[src/rtl/pitch_detector.sv]
// Measures the period of an asynchronous square wave and decodes it to the
// nearest MIDI note 12..96 (0 = no tone), committing only after a stable run.
module pitch_detector #(
  parameter int unsigned CLK_HZ         = 100_000_000,
  parameter int unsigned SYNC_STAGES    = 2,
  parameter int unsigned STABLE_COUNT   = 3,
  parameter int unsigned MIN_PERIOD     = 45_000,
  parameter int unsigned MAX_PERIOD     = 6_500_000,
  parameter int unsigned TIMEOUT_CYCLES = 8_000_000
) (
  input  logic        clk,
  input  logic        rst,
  input  logic        sig_in,
  output logic [7:0]  note,
  output logic        note_valid,
  output logic        note_strobe,
  output logic [31:0] period
);

  localparam int NUM_NOTES  = 85;
  localparam int FIRST_NOTE = 12;
  localparam int STAB_W     = $clog2(STABLE_COUNT + 1);

  typedef enum logic [1:0] {IDLE, MEASURE, SEARCH, COMMIT} state_t;

  // Equal-tempered period in clk cycles, evaluated at elaboration time.
  function automatic logic [31:0] note_period(input int n);
    real freq;
    freq = 440.0 * (2.0 ** (real'(n - 69) / 12.0));
    return 32'($rtoi(real'(CLK_HZ) / freq + 0.5));
  endfunction

  logic [31:0] period_rom [NUM_NOTES];

  for (genvar gi = 0; gi < NUM_NOTES; gi++) begin : g_rom
    assign period_rom[gi] = note_period(gi + FIRST_NOTE);
  end

  logic [SYNC_STAGES-1:0] sync;
  logic                   sync_prev;
  logic                   rise;

  always_ff @(posedge clk or posedge rst) begin
    if (rst) begin
      sync      <= '0;
      sync_prev <= 1'b0;
    end else begin
      sync      <= {sync[SYNC_STAGES-2:0], sig_in};
      sync_prev <= sync[SYNC_STAGES-1];
    end
  end

  assign rise = sync[SYNC_STAGES-1] & ~sync_prev;

  state_t              state;
  logic [31:0]         cnt;
  logic [31:0]         meas;
  logic [6:0]          idx;
  logic [7:0]          best_note;
  logic [32:0]         best_diff;
  logic [7:0]          prev_cand;
  logic [STAB_W-1:0]   stab;
  logic [STAB_W-1:0]   stab_next;
  logic [32:0]         diff;
  logic [7:0]          cand;
  logic                in_range;

  always_comb begin
    if (meas >= period_rom[idx]) diff = {1'b0, meas} - {1'b0, period_rom[idx]};
    else                         diff = {1'b0, period_rom[idx]} - {1'b0, meas};
  end

  assign in_range = (meas >= MIN_PERIOD) && (meas <= MAX_PERIOD);
  assign cand     = in_range ? best_note : 8'd0;

  always_comb begin
    stab_next = STAB_W'(1);
    if (cand == prev_cand)
      stab_next = (stab >= STAB_W'(STABLE_COUNT)) ? stab : stab + STAB_W'(1);
  end

  always_ff @(posedge clk or posedge rst) begin
    if (rst) begin
      state       <= IDLE;
      cnt         <= '0;
      meas        <= '0;
      idx         <= '0;
      best_note   <= '0;
      best_diff   <= '1;
      prev_cand   <= '0;
      stab        <= '0;
      note        <= '0;
      note_valid  <= 1'b0;
      note_strobe <= 1'b0;
      period      <= '0;
    end else begin
      note_strobe <= 1'b0;
      // Counter keeps running through SEARCH/COMMIT and saturates at the timeout.
      if (state != IDLE && cnt != TIMEOUT_CYCLES)
        cnt <= cnt + 32'd1;
      case (state)
        IDLE: begin
          if (rise) begin
            cnt   <= 32'd1;
            state <= MEASURE;
          end
        end
        MEASURE: begin
          if (rise) begin
            meas      <= cnt;
            cnt       <= 32'd1;
            idx       <= '0;
            best_diff <= '1;
            best_note <= 8'(FIRST_NOTE);
            state     <= SEARCH;
          end else if (cnt >= TIMEOUT_CYCLES) begin
            note        <= '0;
            note_valid  <= 1'b0;
            note_strobe <= (note != 8'd0);
            stab        <= '0;
            prev_cand   <= '0;
            state       <= IDLE;
          end
        end
        SEARCH: begin
          if (rise) cnt <= 32'd1;
          // Strict less-than keeps the lower note on an exact tie.
          if (diff < best_diff) begin
            best_diff <= diff;
            best_note <= 8'(FIRST_NOTE) + 8'(idx);
          end
          if (idx == 7'(NUM_NOTES - 1)) state <= COMMIT;
          else                          idx   <= idx + 7'd1;
        end
        COMMIT: begin
          if (rise) cnt <= 32'd1;
          prev_cand <= cand;
          stab      <= stab_next;
          period    <= meas;
          if (stab_next == STAB_W'(STABLE_COUNT) && cand != note) begin
            note        <= cand;
            note_valid  <= (cand != 8'd0);
            note_strobe <= 1'b1;
          end
          state <= MEASURE;
        end
        default: state <= IDLE;
      endcase
    end
  end

endmodule
[config.mk]
export PLATFORM = sky130hd
export DESIGN_NAME = pitch_detector
export DESIGN_NICKNAME = d
export VERILOG_FILES = /design/src/rtl/pitch_detector.sv
export SDC_FILE = /design/constraint.sdc
export NUM_CORES = 1
export LEC_CHECK = 0
export CELL_PAD_IN_SITES_DETAIL_PLACEMENT = 1
export CELL_PAD_IN_SITES_GLOBAL_PLACEMENT = 1
export CORE_UTILIZATION = 40
export CTS_CLUSTER_DIAMETER = 150
export DETAILED_ROUTE_END_ITERATION = 12
export PLACE_DENSITY_LB_ADDON = 0.08
export SKIP_CTS_REPAIR_TIMING = 1
export SYNTH_ARGS = -nofsm -noshare
export SYNTH_HDL_FRONTEND = slang
export SYNTH_SLANG_ARGS = --single-unit
[constraint.sdc]
create_clock -name clk -period 9.8 [get_ports clk]
set_input_delay 1.96 -clock clk [delete_from_list [all_inputs] [get_ports clk]]
set_output_delay 1.96 -clock clk [all_outputs]
set_load 0.03 [all_outputs]
==> flow_metrics.py <==
metrics = {
    "status": {
        "run_status": "completed",
    },
    "grt": {
        "grt_pass1_wl_um": 78000,
        "antenna_found_initial": 0,
        "first_global_vias": 13314,
        "grt_max_degree": 68,
        "grt_usage_pct": 28.6,
        "overflow": 0,
    },
    "timing": {
        "fin_hold_ws_ns": 0.359,
        "period_share_pct": 87.5,
        "relSlewSlack_pct": 27.8,
        "rsz0062_at_grt": "no",
        "setup_viol": 0,
        "tightest_slew_ns": 1.07,
        "finalCriticalPeriod_ns": 8.58,
        "clock_skew_ns": 0.0146,
        "timing.fmax_ghz": 0.117,
        "finalWorstSetupSlack_ns": 1.22,
        "slew_viol_final": 0,
        "finalSetupTns_ns": 0,
        "finalHoldViolCount": 0,
    },
    "floorplan": {
        "start_util_pct": 40.8,
        "ios": 45,
        "die_w_um": 187,
        "dieHeight_um": 187,
        "coreArea_sq_mm": 0.0336,
        "row_count": 67,
        "dieArea_sq_mm": 0.0351,
    },
    "cts": {
        "clockBufferDepth": 2,
        "htree_levels": 4,
        "clk_pin_slew_ns": 0.07,
        "insertion_delay_ns": 0.46,
        "cts_buffers": 17,
        "cts_tree": "built",
        "clock-sinks": 169,
        "cts_root_buf": "clkbuf_16",
    },
    "synthesis": {
        "synth_seq_cells": 169,
        "synth-edff-count": 0,
        "synth_nets": 1797,
        "synth_ff_type": "dfrtp_1",
        "syn_area_sq_mm": 0.0137,
        "ys_seq_area_share_pct": 31.1,
        "ys_top_cells_by_area": "dfrtp_1 25%, ha_1 8.9%, dfstp_2 6.3%",
        "synth_most_common_cell": "nor2_1",
        "synth_top_area_share_pct": 24.8,
        "async_flop_share_pct": 100,
        "ys_warn_count": 0,
        "postSynthAreaPerCell_sq_um": 8.10,
        "synth_cells": 1694,
        "ys_types": 77,
        "synth_common_cells": "162 x nor2_1, 157 x o21ai_0, 152 x nand2_1",
        "yosysTopAreaCell": "dfrtp_1",
    },
    "detailed_routing": {
        "drtIter0Drc": 1141,
        "wirelength_um": 48700,
        "drc": 0,
        "wl_per_cell_um": 22.8,
        "firstDrtPassIters": 5,
        "drtAntennaViolNets": 0,
        "routed_via_density": 6.08,
        "vias": 12969,
    },
    "worst_setup_path": {
        "r2r_end": "best_diff[28]$_DFFE_PP1P_",
        "cp_slowest_cell": "a2111oi_0",
        "crit_path_end": "best_diff[28]$_DFFE_PP1P_",
        "rr_startpoint": "idx[0]$_DFFE_PP0P_",
        "crit_type": "reg2reg",
        "worstSetupStartpoint": "idx[0]$_DFFE_PP0P_",
        "cp_data_arrival_time_ns": 8.96,
        "max_stage_delay_ns": 0.64,
        "cp.required_ns": 10.18,
        "reg2reg_slack_ns": 1.22,
        "critPathMaxFanout": 27,
        "cp-end-kind": "flip-flop",
        "start_kind": "flip-flop",
        "r2r_cells": 28,
    },
    "power": {
        "powerDensity_mw_per_mm2": 187,
        "ir_drop_v": 0.000157,
        "power.leakage_nw": 6.67,
    },
    "flow_run": {
        "maxCapViolCount": 0,
    },
    "finish": {
        "fin_util_pct": 45.0,
        "area_growth_pct": 10.3,
        "nets": 1776,
        "drive_above_1_share_pct": 9.91,
        "antenna_cells": 0,
    },
    "placed_design": {
        "preCtsSetupSlack_ns": 1.24,
        "port_buffers": 44,
        "dpl.hpwl_um": 36800,
        "finalWeightedCongestion": 0.933,
    },
    "min_path": {
        "hold_class": "reg2reg",
    },
}
==> registers in the layout (all words and copies together), names as in the netlist <==
| signal | count |
|---|---|
| best_diff | 33 |
| cnt | 32 |
| meas | 32 |
| period | 32 |
| best_note | 8 |
| note | 8 |
| prev_cand | 8 |
| idx | 7 |
| stab | 2 |
| state | 2 |
| sync | 2 |
| note_strobe | 1 |
| note_valid | 1 |
| sync_prev | 1 |
==> layer usage <==
layer	up-vias	routed length (um)	global-route usage, %
met2	356	21500	43.6
met4	0	1190	8.95
li1	6038	-	-
met5	-	0	0
met1	6507	23400	40.5
met3	68	2640	5.52
==> area by class of cell <==
class,instances,area [sq um]
sequential,169,4270
clock inverter,15,200
clock buffer,17,425
multi-input combinational,1287,8570
inverter,131,497
tap,448,561
timing repair buffer,67,613
fill,4023,18500
==> worst min path at each step <==
| stage | start | endpoint | slack [ns] | cells after the start |
|---|---|---|---|---|
| 2_1_floorplan | sync[0]$_DFF_PP0_ | sync[1]$_DFF_PP0_ | 0.33 | 0 |
| 3_3_place_gp | sync[0]$_DFF_PP0_ | sync[1]$_DFF_PP0_ | 0.34 | 0 |
| 3_5_place_dp | sync[0]$_DFF_PP0_ | sync[1]$_DFF_PP0_ | 0.34 | 0 |
| 4_1_cts | sync[0]$_DFF_PP0_ | sync[1]$_DFF_PP0_ | 0.36 | 0 |
| 5_1_grt | sync[0]$_DFF_PP0_ | sync[1]$_DFF_PP0_ | 0.37 | 0 |
| 6_report | sync[0]$_DFF_PP0_ | sync[1]$_DFF_PP0_ | 0.36 | 0 |
==> cells by family (layout without fill, tap and decap cells) <==
logic type	Yosys count	after routing	share of synthesized area, %
mux	71	71	6.22
simple gates	526	526	17.8
flops	169	169	31.1
fa+ha+maj	100	100	9.23
compound gates	525	525	24.8
buf+inv	238	230	6.65
xor+xnor	65	65	4.15
==> power breakdown <==
| group | leakage, nW | total (W) | switching (W) | internal [W] |
|---|---|---|---|---|
| Clock | 0.306 | 0.000733 | 0.000340 | 0.000392 |
| Sequential | 2.21 | 0.000882 | 0.0000628 | 0.000819 |
| Combinational | 4.15 | 0.00122 | 0.000800 | 0.000423 |
==> placed cells by master (no fill, tap or decap), types with 17 or more instances in the layout <==
cell type / instances
nor2_1: 162
o21ai_0: 157
nand2_1: 152
dfrtp_1: 135
inv_1: 127
a21oi_1: 117
ha_1: 97
nand3_1: 52
mux2_2: 44
clkdlybuf4s50_1: 44
xnor2_1: 37
nand4_1: 33
dfstp_2: 33
a21o_1: 32
nor3_1: 31
xor2_1: 28
buf_4: 23
mux2i_1: 20
o22a_1: 19
a31oi_1: 18
or3_1: 17
clkbuf_16: 17
==> worst max-delay path: cells and delay by family (launching register included) <==
family,cells,cell delay (ns)
mux,1,0.47
buf+inv,2,0.67
flops,1,0.36
fa+ha+maj,3,1.33
compound gates,13,3.53
simple gates,9,2.13
==> through the flow <==
step	area (sq um)	instances	power, W
after floorplan	13700	1694	0.00173
after global placement	14500	2102	0.00207
after detailed placement	14500	2102	0.00210
after CTS	15100	2134	0.00285
after global routing	15100	2134	0.00304
final	15100	2134	0.00284
Note: power is estimated with default switching activity, not from simulation.
